$ cat src/rtl/pipelined_cla_addsub_pkg.sv
`default_nettype none
// ============================================================================
// Module   : pipelined_cla_addsub_pkg
// Brief    : Shared opcode constants and flag helper for the pipelined
//            carry-lookahead adder/subtractor and ALU decode.
// Revision : 1.0 - initial release
// ============================================================================
package pipelined_cla_addsub_pkg;

  // ALU decode drives op_sub with one of these
  localparam logic OP_ADD = 1'b0;
  localparam logic OP_SUB = 1'b1;

  // Two's-complement overflow: carry into the MSB disagrees with carry out of it
  function automatic logic signed_overflow(input logic cin_msb, input logic cout_msb);
    return cin_msb ^ cout_msb;
  endfunction

endpackage : pipelined_cla_addsub_pkg
`default_nettype wire

$ cat src/rtl/pipelined_cla_addsub_cla_group.sv
`default_nettype none
// ============================================================================
// Module   : cla_group
// Brief    : One combinational carry-lookahead group. Operand b arrives
//            already inverted for subtraction. Every internal carry is built
//            in flat sum-of-products form from g/p and the group carry-in,
//            so the group depth does not grow with a ripple chain.
// Revision : 1.0 - initial release
// ============================================================================
module cla_group #(
  parameter int BLOCK = 8
) (
  input  logic [BLOCK-1:0] i_a,
  input  logic [BLOCK-1:0] i_b,
  input  logic             i_cin,
  output logic [BLOCK-1:0] o_sum,
  output logic             o_cout,
  output logic             o_c_msb
);

  logic [BLOCK-1:0] w_g;
  logic [BLOCK-1:0] w_p;
  logic [BLOCK:0]   w_c;

  assign w_g = i_a & i_b;
  assign w_p = i_a ^ i_b;

  // Expand c[i+1] = g[i] | p[i]&c[i] into independent product terms per bit
  always_comb begin
    logic v_term;
    v_term = 1'b0;
    w_c    = '0;
    w_c[0] = i_cin;
    for (int i = 0; i < BLOCK; i++) begin
      // carry-in propagated through every bit 0..i
      v_term = i_cin;
      for (int m = 0; m <= i; m++) begin
        v_term = v_term & w_p[m];
      end
      w_c[i+1] = v_term;
      // carry generated at bit j and propagated through bits j+1..i
      for (int j = 0; j <= i; j++) begin
        v_term = w_g[j];
        for (int m = j + 1; m <= i; m++) begin
          v_term = v_term & w_p[m];
        end
        w_c[i+1] = w_c[i+1] | v_term;
      end
    end
  end

  assign o_sum   = w_p ^ w_c[BLOCK-1:0];
  assign o_cout  = w_c[BLOCK];
  assign o_c_msb = w_c[BLOCK-1];

endmodule : cla_group
`default_nettype wire

$ cat src/rtl/pipelined_cla_addsub.sv
`default_nettype none
// ============================================================================
// Module   : pipelined_cla_addsub
// Brief    : Pipelined carry-lookahead adder/subtractor. One BLOCK-bit group
//            resolves per stage; the group carry is registered into the next
//            stage. Unprocessed operand groups travel skewed alongside and
//            finished sum groups are carried forward. The final stage
//            registers the result with carry, overflow and compare flags.
//            All stages share a single advance enable (global stall).
//            WIDTH must be a multiple of BLOCK.
// Revision : 1.0 - initial release
// ============================================================================
module pipelined_cla_addsub
  import pipelined_cla_addsub_pkg::*;
#(
  parameter int WIDTH = 32,
  parameter int BLOCK = 8
) (
  input  logic             clock,
  input  logic             reset,
  input  logic             in_valid,
  output logic             in_ready,
  input  logic [WIDTH-1:0] data_operandA,
  input  logic [WIDTH-1:0] data_operandB,
  input  logic             op_sub,
  output logic             out_valid,
  input  logic             out_ready,
  output logic [WIDTH-1:0] data_result,
  output logic             carry_out,
  output logic             overflow,
  output logic             isNotEqual,
  output logic             isLessThan
);

  localparam int NUM_BLOCKS = WIDTH / BLOCK;

  // Global advance: every stage moves together or none does
  logic             w_advance;
  logic [WIDTH-1:0] w_b_eff;

  // Final-stage registers
  logic             r_out_valid;
  logic [WIDTH-1:0] r_result;
  logic             r_carry_out;
  logic             r_overflow;
  logic             r_not_equal;
  logic             r_less_than;

  assign w_advance = out_ready || !r_out_valid;
  assign in_ready  = w_advance;

  // Subtraction is A + ~B + 1; the +1 enters as the stage-0 carry-in
  assign w_b_eff = (op_sub == OP_SUB) ? ~data_operandB : data_operandB;

  generate
    for (genvar k = 0; k < NUM_BLOCKS; k++) begin : g_stage
      // Operand bits still to be added when this stage sees them, own group included
      localparam int REM_W = (NUM_BLOCKS - k) * BLOCK;

      logic [REM_W-1:0] w_a_src;
      logic [REM_W-1:0] w_b_src;
      logic             w_cin;
      logic             w_vin;

      if (k == 0) begin : g_src_in
        assign w_a_src = data_operandA;
        assign w_b_src = w_b_eff;
        assign w_cin   = op_sub;
        assign w_vin   = in_valid;
      end else begin : g_src_prev
        assign w_a_src = g_stage[k-1].g_mid.r_a_rem;
        assign w_b_src = g_stage[k-1].g_mid.r_b_rem;
        assign w_cin   = g_stage[k-1].g_mid.r_carry;
        assign w_vin   = g_stage[k-1].g_mid.r_valid;
      end

      if (k < NUM_BLOCKS - 1) begin : g_mid
        logic [BLOCK-1:0]         w_sum;
        logic                     w_cout;
        // Carry into the group MSB matters only for the top group
        logic                     w_unused_c_msb;
        logic [(k+1)*BLOCK-1:0]   w_done_next;

        logic                     r_valid;
        logic [REM_W-BLOCK-1:0]   r_a_rem;
        logic [REM_W-BLOCK-1:0]   r_b_rem;
        logic [(k+1)*BLOCK-1:0]   r_sum_done;
        logic                     r_carry;

        cla_group #(
          .BLOCK (BLOCK)
        ) u_group (
          .i_a     (w_a_src[BLOCK-1:0]),
          .i_b     (w_b_src[BLOCK-1:0]),
          .i_cin   (w_cin),
          .o_sum   (w_sum),
          .o_cout  (w_cout),
          .o_c_msb (w_unused_c_msb)
        );

        if (k == 0) begin : g_done_first
          assign w_done_next = w_sum;
        end else begin : g_done_chain
          assign w_done_next = {w_sum, g_stage[k-1].g_mid.r_sum_done};
        end

        // Hold this slot: valid, skewed operands, finished sum groups, group carry
        always_ff @(posedge clock or posedge reset) begin
          if (reset) begin
            r_valid    <= 1'b0;
            r_a_rem    <= '0;
            r_b_rem    <= '0;
            r_sum_done <= '0;
            r_carry    <= 1'b0;
          end else if (w_advance) begin
            r_valid    <= w_vin;
            r_a_rem    <= w_a_src[REM_W-1:BLOCK];
            r_b_rem    <= w_b_src[REM_W-1:BLOCK];
            r_sum_done <= w_done_next;
            r_carry    <= w_cout;
          end
        end
      end else begin : g_last
        logic [BLOCK-1:0] w_sum;
        logic             w_cout;
        logic             w_c_msb;
        logic [WIDTH-1:0] w_result;
        logic             w_ovf;

        cla_group #(
          .BLOCK (BLOCK)
        ) u_group (
          .i_a     (w_a_src),
          .i_b     (w_b_src),
          .i_cin   (w_cin),
          .o_sum   (w_sum),
          .o_cout  (w_cout),
          .o_c_msb (w_c_msb)
        );

        if (k == 0) begin : g_result_single
          assign w_result = w_sum;
        end else begin : g_result_chain
          assign w_result = {w_sum, g_stage[k-1].g_mid.r_sum_done};
        end

        assign w_ovf = signed_overflow(w_c_msb, w_cout);

        // Register the completed result and the flags derived from the top group
        always_ff @(posedge clock or posedge reset) begin
          if (reset) begin
            r_out_valid <= 1'b0;
            r_result    <= '0;
            r_carry_out <= 1'b0;
            r_overflow  <= 1'b0;
            r_not_equal <= 1'b0;
            r_less_than <= 1'b0;
          end else if (w_advance) begin
            r_out_valid <= w_vin;
            r_result    <= w_result;
            r_carry_out <= w_cout;
            r_overflow  <= w_ovf;
            r_not_equal <= |w_result;
            r_less_than <= w_result[WIDTH-1] ^ w_ovf;
          end
        end
      end
    end
  endgenerate

  assign out_valid   = r_out_valid;
  assign data_result = r_result;
  assign carry_out   = r_carry_out;
  assign overflow    = r_overflow;
  assign isNotEqual  = r_not_equal;
  assign isLessThan  = r_less_than;

endmodule : pipelined_cla_addsub
`default_nettype wire
$ cat config.mk
export PLATFORM = sky130hd
export DESIGN_NAME = pipelined_cla_addsub
export DESIGN_NICKNAME = d
export VERILOG_FILES = /design/src/rtl/pipelined_cla_addsub_pkg.sv /design/src/rtl/pipelined_cla_addsub_cla_group.sv /design/src/rtl/pipelined_cla_addsub.sv
export SDC_FILE = /design/constraint.sdc
export NUM_CORES = 1
export LEC_CHECK = 0
export CAP_MARGIN = 20
export CORE_ASPECT_RATIO = 1.2
export CORE_MARGIN = 8
export CORE_UTILIZATION = 40
export CTS_CLUSTER_DIAMETER = 50
export DETAILED_ROUTE_END_ITERATION = 7
export HOLD_SLACK_MARGIN = 0.02
export PLACE_DENSITY_LB_ADDON = 0.1
export SETUP_SLACK_MARGIN = 0.1
export SLEW_MARGIN = 20
export SYNTH_ARGS = -nofsm -noshare
export SYNTH_HDL_FRONTEND = slang
export SYNTH_SLANG_ARGS = --single-unit
$ cat constraint.sdc
create_clock -name clock -period 6.5 [get_ports clock]
set_clock_uncertainty 0.2 [all_clocks]
set_input_delay 0.65 -clock clock [delete_from_list [all_inputs] [get_ports clock]]
set_output_delay 0.65 -clock clock [all_outputs]
set_load 0.01 [all_outputs]
; Word-level counts from Yosys, hierarchy flattened
; Cells that the tools add are included.
[word_totals]
reg_bits = 187
latch_bits = 0
ram_bits = 0
rom_bits = 0
word_cells = 328
mem_count = 0
[op_classes]
n_addsub = 0
n_mul = 0
n_div = 0
n_lt_le_gt_ge = 0
eq_ne = 0
shift = 0
muxes = 1
n_bitwise = 303
n_reduce_logical = 3
[ops]
columns = cell, n
row1 = bitwise AND 1 bit, 144
row2 = OR 1 bit, 144
row3 = bitwise XOR 8 bit, 8
row4 = bitwise AND 8 bit, 4
row5 = two-way mux 32 bit, 1
row6 = inverter 32 bit, 1
row7 = OR reduction 32 bit, 1
row8 = bitwise XOR 1 bit, 2
row9 = zero test 1 bit, 1
row10 = logical OR 1 bit, 1

; Depth between registers and ports, before layout
; Gate-level depths: netlist of the first run.
[depth]
word_depth = 19
depth_mapped = 11
ltp_nobuf = 9

; By module
; A second synthesis of the first run with hierarchy kept.
[unflattened]
cells_unflattened = 633
hier_area_um2 = 9106.2
[modules_own_cells]
columns = mod, n_inst, cells_per_inst, area_each_um2, seq_area_each_um2
row1 = pipelined_cla_addsub, 1, 474, 7702.4, 4679.5
row2 = cla_group at g_stage[1].g_mid.u_group ..., 3, 40, 346.6, 0.0
row3 = cla_group at g_stage[0].g_mid.u_group, 1, 39, 364.1, 0.0

; Worst setup path after synthesis of the first run
; No wires, ideal clock.
[synth_timing]
kind = input-to-reg
from = input op_sub
to = register g_stage[0].g_mid.r_sum_done[7]
setup_time_ns = 0.120
t_arrival_ns = 2.854
required_ns = 6.180
setup_slack_ns = 3.326
cell_stages = 11
cell_sequence = clkbuf_1 > buf_2 > xor2_1 > ha_1 > ha_1 > o21a_1 > o211ai_2 > nand2_1 > a41o_1 > or3_1 > a31o_1
[synth_between]
elab_chain_cells = 17
elab_cells_between_ends = 39
cone_classes = 1 x mux / 38 x bitwise
[synth_rtl]
columns = item, line
row1 = "start, declared", pipelined_cla_addsub.sv:25  ; input logic op_sub,
row2 = two-way mux 32 bit, pipelined_cla_addsub.sv:53  ; assign w_b_eff = (op_sub == OP_SUB) ? ~data_operandB : data_operandB;
row3 = bitwise XOR 8 bit, pipelined_cla_addsub_cla_group.sv:26  ; assign w_p = i_a ^ i_b;
row4 = bitwise AND 1 bit (7 in a row), pipelined_cla_addsub_cla_group.sv:38  ; v_term = v_term & w_p[m];
row5 = OR 1 bit (7 in a row), pipelined_cla_addsub_cla_group.sv:47  ; w_c[i+1] = w_c[i+1] | v_term;
row6 = bitwise XOR 8 bit *, pipelined_cla_addsub_cla_group.sv:52  ; assign o_sum = w_p ^ w_c[BLOCK-1:0];
row7 = "end signal, assigned", pipelined_cla_addsub.sv:119  ; r_sum_done <= w_done_next;
row8 = "end, declared", pipelined_cla_addsub.sv:87  ; logic [(k+1)*BLOCK-1:0] r_sum_done;
; Every way passes the cells marked *; elsewhere a longest branch is shown, timed or not.
; A chain may end at the register's enable or synchronous reset.

; Worst setup path after layout of the first run
[layout_timing]
from = input out_ready
to = output in_ready
[layout_between]
elab_chain_cells = 1
[layout_rtl]
columns = item, line
row1 = "start, declared", pipelined_cla_addsub.sv:27  ; input logic out_ready,
row2 = logical OR 1 bit, pipelined_cla_addsub.sv:49  ; assign w_advance = out_ready || !r_out_valid;
row3 = "end, declared", pipelined_cla_addsub.sv:22  ; output logic in_ready,
; Every way passes these cells.

==> run summary, run 1 <==
total via count after detailed routing -> 5,924
clock input transition at the sequential cells of the worst setup and hold paths -> 0.07 ns
largest voltage drop on the vdd net -> 0.000214 V
Worst setup SP type -> input port
outcome -> complete, no violations
Worst setup EP type -> output port
root buffer selected by CTS -> clkbuf_16
number of global-route vias before repair -> 6,132
share of layout cells above drive strength 1 -> 4.66%
Total Neg Setup Slack -> 0 ns
async set-or-reset flop fraction in the synthesized netlist -> 100%
count of final max-slew check failures -> 0
setup slack after placement -> 2.68 ns
data arrival time of the worst path -> 2.98 ns
Syn. warnings -> 0
worst endpoint required time -> 5.65 ns
layout overhead on the synthesized area -> 23.3%
most frequent standard cell in the layout excluding fill and tap cells -> nand2_1
max-cap viol count -> 0
static leakage -> 4.96 nW
ordered list of cells on the worst path -> clkdlybuf4s50_1, nor2b_4, buf_12, inv_4, clkdlybuf4s50_1
synthesized-area fraction occupied by xor and xnor cells -> 4.73%
Final nets -> 1,104
Pre-antenna DRT Iters -> 4
top flip-flop cell by instance count after synthesis -> dfrtp_1
global route overflow -> 0
most frequent CP cell -> clkdlybuf4s50_1
final hold violations -> 0
final estimated routing congestion in global placement -> 0.777
CTS tree -> yes
final cycle utilization of the critical path -> 58.9%
number of enable flip-flop cells after synthesis -> 0
filler instances -> 2,002
Port Buffers -> 106
total clock sinks -> 187
Seq cells post-synth -> 187
wire length after detailed routing -> 17,700 um
first-iteration detailed-routing DRC count -> 320
mux contribution to synthesized area -> 0.376%
clock buffer count from CTS -> 17
shortest period the worst path allows -> 3.83 ns
power per standard cell area -> 482 mW/mm2
cts-stage hold buffer count -> 0
level count of the clock H-tree -> 4
maximum buffer depth of the clock tree -> 2
RSZ-0062 raised after global routing -> false
final critical-path setup slack -> 2.67 ns
Detail Placement HPWL -> 11,800 um
number of placement rows -> 58
area of placed instances -> 0.00961 mm2
critical path class -> in -> out
nets in the synthesized netlist -> 1,019
sequential-to-total area share from yosys stat -> 56.2%
maximum operating frequency -> 261 MHz
mean cell area of the mapped netlist -> 9.14 um2
synthesized area -> 0.00833 mm2
post-route antenna net violation count -> 0
final design area excluding fillers -> 0.0103 mm2
initial antenna violation count -> 0
final setup violation count -> 0
Critical path buffers and inverters -> 4
actual transition at the worst max-transition pin -> 0.849 ns
worst hold path class -> reg -> reg
mean routed wirelength per cell -> 13.8 um
dominant combinational cell family by area after synthesis -> simple AND/OR/NAND/NOR gates
fraction of the mapped netlist area in compound gates -> 7.14%
Relative slew margins -> 43.4%
family with the most delay on the worst path -> buffers and inverters
slowest library cell on the worst path -> inv_4
largest net degree at the start of global routing -> 167
CP peak stage delay -> 0.73 ns
simple-gate share of the synthesized area -> 23.1%
DRC violation count after routing -> 0
antenna cells -> 0
Die ar. -> 0.0257 mm2
Clk Latency, worst-skew pair -> 0.42 ns
Starting Density -> 40.3%
storage element area -> 0.00468 mm2
multi-input gate area in the final layout -> 0.00346 mm2
GR Util All Layers -> 14.4%
core outline area -> 0.0207 mm2
Die X -> 148 um
count of buffers added by post-CTS timing repair for setup -> 0
worst-path maximum fanout -> 166
highest-count cells in the layout ignoring fill and taps -> nand2_1 (441), dfrtp_1 (187), clkdlybuf4s50_1 (105)
vias per cell -> 4.63
adder and majority gate portion of the synthesized area -> 6.13%
Die Height -> 174 um
I/O pin total -> 107
cells after synthesis -> 911
post-synth cell types -> 35
CTS-repair resized insts -> 0
global-route wire length before repair -> 30,500 um
==> cell usage after synthesis (4+ instances only) <==
master / n / area, um2
a21oi_1: 16 / 80.1
buf_1: 9 / 33.8
buf_2: 12 / 60.1
clkbuf_1: 24 / 90.1
dfrtp_1: 187 / 4680
ha_1: 36 / 450
inv_1: 4 / 15.0
nand2_1: 441 / 1660
nand3_1: 4 / 20.0
nor2_1: 22 / 82.6
nor3_1: 10 / 50.1
nor4_1: 6 / 37.5
o21a_1: 9 / 67.6
o21ai_0: 39 / 195
o31ai_1: 12 / 90.1
xnor2_1: 33 / 289
xor2_1: 12 / 105
==> kinds of logic after synthesis <==
| kind of cell | count (synthesis) |
|---|---|
| multiplexers | 3 |
| adder cells (fa/ha/maj) | 39 |
| AO/OA/AOI/OAI | 93 |
| XOR/XNOR | 45 |
| buffers and inverters | 49 |
| AND/OR/NAND/NOR | 495 |
| flip-flops | 187 |
==> worst paths after layout <==
| check | startpoint | endpoint | slack, ns | depth (start not counted) |
|---|---|---|---|---|
| setup / recovery | out_ready | in_ready | 2.67 | 5 |
| hold / removal | g_stage[2].g_mid.r_valid | g_stage[2].g_mid.r_valid | 0.26 | 2 |
| setup reg to reg | out_valid | data_result[29] | 3.39 | 5 |
| hold reg to reg | g_stage[2].g_mid.r_valid | g_stage[2].g_mid.r_valid | 0.26 | 2 |
| max in group asynchronous | reset | g_stage[0].g_mid.r_b_rem[6] | 4.55 | 3 |
| min in group asynchronous | reset | g_stage[0].g_mid.r_a_rem[21] | 0.50 | 2 |
==> flip-flops by register name (all words and copies together) (netlist names) <==
| name | flops |
|---|---|
| g_stage.g_mid.r_a_rem | 48 |
| g_stage.g_mid.r_sum_done | 48 |
| overflow | 1 |
| isLessThan | 1 |
| isNotEqual | 1 |
| carry_out | 1 |
| g_stage.g_mid.r_valid | 3 |
| g_stage.g_mid.r_carry | 3 |
| data_result | 32 |
| g_stage.g_mid.r_b_rem | 48 |
| out_valid | 1 |
==> worst reg2reg max path, stage by stage, from the launching register on <==
cell,delay [ns]
dfrtp_1,0.38
nor2b_4,0.13
buf_12,0.26
inv_4,0.83
buf_4,0.75
mux2_2,0.45
==> report_power, final <==
group | total [mW] | internal (mW) | switching (mW)
combinational | 1.79 | 0.806 | 0.985
clock | 1.16 | 0.691 | 0.466
sequential | 2.00 | 1.68 | 0.323
==> through the flow <==
| step | power [mW] | hold WS, ns | cells | utilization, % |
|---|---|---|---|---|
| finish | 4.95 | 0.262 | 1279 | 49.7 |
| floorplan | 3.19 | 0.230 | 911 | - |
| CTS | 5.03 | 0.264 | 1279 | 49.6 |
| global route | 5.38 | 0.284 | 1279 | 49.7 |
| global placement | 3.81 | 0.243 | 1247 | 46.4 |
| detailed placement | 3.85 | 0.248 | 1247 | 46.4 |
==> layout make-up <==
cell class,instances,area share [%]
Timing Repair Buffer,111,10.8
Tap cell,270,3.29
Clock inverter,15,2.30
Multi-Input combinational cell,675,33.7
Inverter,4,0.292
Clock buffer,17,4.14
Sequential cell,187,45.5
==> routing by layer <==
layer	GRT usage [%]	vias to the layer above	part of all wire [%]
li1	-	3095	-
met1	20.4	2711	51
met2	21.5	95	44
met3	2.84	23	3.3
met4	5.24	0	1.8
met5	0	-	0
Power figures use the tool's default switching activity.
==> inputs of run 2 (changes only) <==
==> constraint.sdc (replaced) <==
create_clock -name clock -period 3.5 [get_ports clock]
set_clock_uncertainty 0.2 [all_clocks]
set_input_delay 0.35 -clock clock [delete_from_list [all_inputs] [get_ports clock]]
set_output_delay 0.35 -clock clock [all_outputs]
set_load 0.01 [all_outputs]
==> run 2 against run 1 <==
Routed wire length grew 0.33%. Critical path type is now reg -> reg. Combinational power grew 87%. Count of clock-buffer cells in the layout grew 2.
==> run summary, run 2 (synthesis gave the netlist of run 1 again) <==
outcome -> complete, no violations
Worst setup SP type -> flop
final setup violation count -> 0 (unchanged)
power per standard cell area -> 864 mW/mm2 (+79%)
data arrival time of the worst path -> 2.76 ns (-0.22 ns)
cts-stage hold buffer count -> 0 (unchanged)
Total Neg Setup Slack -> 0 ns (unchanged)
root buffer selected by CTS -> clkbuf_16
layout overhead on the synthesized area -> 22.7%
antenna cells -> 0 (unchanged)
count of buffers added by post-CTS timing repair for setup -> 0 (unchanged)
slack of the worst reg-to-reg path -> 0.85 ns (-2.54 ns)
level count of the clock H-tree -> 4 (unchanged)
highest-count cells in the layout ignoring fill and taps -> nand2_1 (441), dfrtp_1 (187), clkdlybuf4s50_1 (105)
number of global-route vias before repair -> 6,005 (-2.1%)
Worst setup EP type -> flop
filler instances -> 2,065 (+3.1%)
core outline area -> 0.0207 mm2 (unchanged)
final hold violations -> 0 (unchanged)
CTS-repair resized insts -> 0 (unchanged)
shortest period the worst path allows -> 2.65 ns
slowest library cell on the worst path -> a221o_2
initial antenna violation count -> 0 (unchanged)
r2r startpoint -> g_stage[2].g_mid.r_a_rem[0]
CP peak stage delay -> 0.43 ns (-0.30 ns)
GR Util All Layers -> 14.5% (+0.020 points)
critical path class -> reg -> reg
post-route antenna net violation count -> 0 (unchanged)
most frequent CP cell -> ha_1
clock input transition at the sequential cells of the worst setup and hold paths -> 0.07 ns (about the same)
Die X -> 148 um (unchanged)
Die Height -> 174 um (unchanged)
worst hold path class -> in -> async
most frequent standard cell in the layout excluding fill and tap cells -> nand2_1
max-cap viol count -> 0 (unchanged)
final estimated routing congestion in global placement -> 0.806 (+3.7%)
clock buffer count from CTS -> 17 (unchanged)
Relative slew margins -> 52.4% (+9.0 points)
total clock sinks -> 187 (unchanged)
first-iteration detailed-routing DRC count -> 338 (+5.6%)
ordered list of cells on the worst path -> ha_1, ha_1, o21ai_0, a22oi_2, a221o_2, xnor2_1, nor4_1, nor2_1
CTS tree -> yes
Final nets -> 1,109 (+0.45%)
actual transition at the worst max-transition pin -> 0.713 ns (-0.136 ns)
maximum buffer depth of the clock tree -> 2 (unchanged)
Total Power Consumption -> 8.84 mW (+78%)
share of layout cells above drive strength 1 -> 5.13% (+0.47 points)
mean routed wirelength per cell -> 13.8 um (about the same)
vias per cell -> 4.61 (-0.47%)
largest net degree at the start of global routing -> 179 (+7.2%)
count of final max-slew check failures -> 0 (unchanged)
family with the most delay on the worst path -> compound AO/OA/AOI/OAI gates
Register-to-Register Path Depth -> 8 (+3)
Die ar. -> 0.0257 mm2 (unchanged)
Pre-antenna DRT Iters -> 6 (+2)
global route overflow -> 0 (unchanged)
I/O pin total -> 107 (unchanged)
global-route wire length before repair -> 30,200 um (-1.0%)
worst endpoint required time -> 3.61 ns (-2.04 ns)
RSZ-0062 raised after global routing -> false
worst-path maximum fanout -> 4 (-98%)
Port Buffers -> 106 (unchanged)
biggest registers after layout -> g_stage.g_mid.r_a_rem: 48 flops, g_stage.g_mid.r_b_rem: 48 flops, g_stage.g_mid.r_sum_done: 48 flops
Detail Placement HPWL -> 12,000 um (+1.9%)
total via count after detailed routing -> 5,919 (-0.084%)
Starting Density -> 40.3% (unchanged)
largest voltage drop on the vdd net -> 0.000366 V (+71%)
DRC violation count after routing -> 0 (unchanged)
maximum operating frequency -> 378 MHz
number of placement rows -> 58 (unchanged)
reg-to-reg critical path endpoint -> isNotEqual
final cycle utilization of the critical path -> 75.7%
Clk Latency, worst-skew pair -> 0.43 ns (about the same)
Critical path buffers and inverters -> 0 (-4)
static leakage -> 4.93 nW (-0.61%)
wire length after detailed routing -> 17,700 um (+0.33%)
run 2: cell count changes in the layout (fill, tap and decap cells not counted), sizes merged:
cell | before | now
bufinv | 5 | 0
clkinv | 6 | 5
clkinvlp | 1 | 6
inv | 7 | 6
clkbuf | 17 | 19
buf | 6 | 11
run 2: metrics by stage:
| stage | instances | setup WS (ns) | util [%] | hold WS [ns] | area, um2 |
|---|---|---|---|---|---|
| after global routing | 1284 | 0.700 | 49.4 | 0.215 | 10200 |
| after floorplan | 911 | 0.544 | - | 0.230 | 8330 |
| after detailed placement | 1252 | 0.429 | 46.8 | 0.255 | 9680 |
| final | 1284 | 0.852 | 49.4 | 0.178 | 10200 |
| after CTS | 1284 | 0.870 | 49.4 | 0.192 | 10200 |
| after global placement | 1252 | 0.460 | 46.8 | 0.247 | 9680 |
run 2: worst max-delay path by stage:
| stage | start | endpoint | slack [ns] | cells past startpoint |
|---|---|---|---|---|
| 6_report | g_stage[2].g_mid.r_a_rem[0] | isNotEqual | 0.85 | 8 |
| 5_1_grt | g_stage[2].g_mid.r_a_rem[0] | isNotEqual | 0.70 | 8 |
| 4_1_cts | g_stage[2].g_mid.r_a_rem[0] | isNotEqual | 0.87 | 8 |
| 3_5_place_dp | data_operandB[0] | g_stage[0].g_mid.r_sum_done[7] | 0.43 | 10 |
| 3_3_place_gp | data_operandB[0] | g_stage[0].g_mid.r_sum_done[7] | 0.46 | 10 |
| 2_1_floorplan | reset | carry_out | 0.54 | 1 |
run 2: cell type report:
type	instances	area (um2)	share of cell area, %
inverter	4	21.3	0.208
multi-input combinational	675	3460	33.8
clock inverter	13	91.3	0.894
timing repair buffer	116	1180	11.6
clock buffer	19	453	4.43
tap	270	338	3.30
sequential	187	4680	45.8
run 2: power by group:
group / internal [mW] / switching (mW)
registers: 3.12 / 0.590
logic: 1.51 / 1.82
clock network: 0.948 / 0.835
run 2: per-layer routing:
metal | wire length [um] | up-vias | global-route usage (%)
met5 | 0 | - | 0
li1 | - | 3099 | -
met4 | 259 | 0 | 5.36
met1 | 9000 | 2713 | 19.9
met3 | 540 | 17 | 2.76
met2 | 7940 | 90 | 22.1
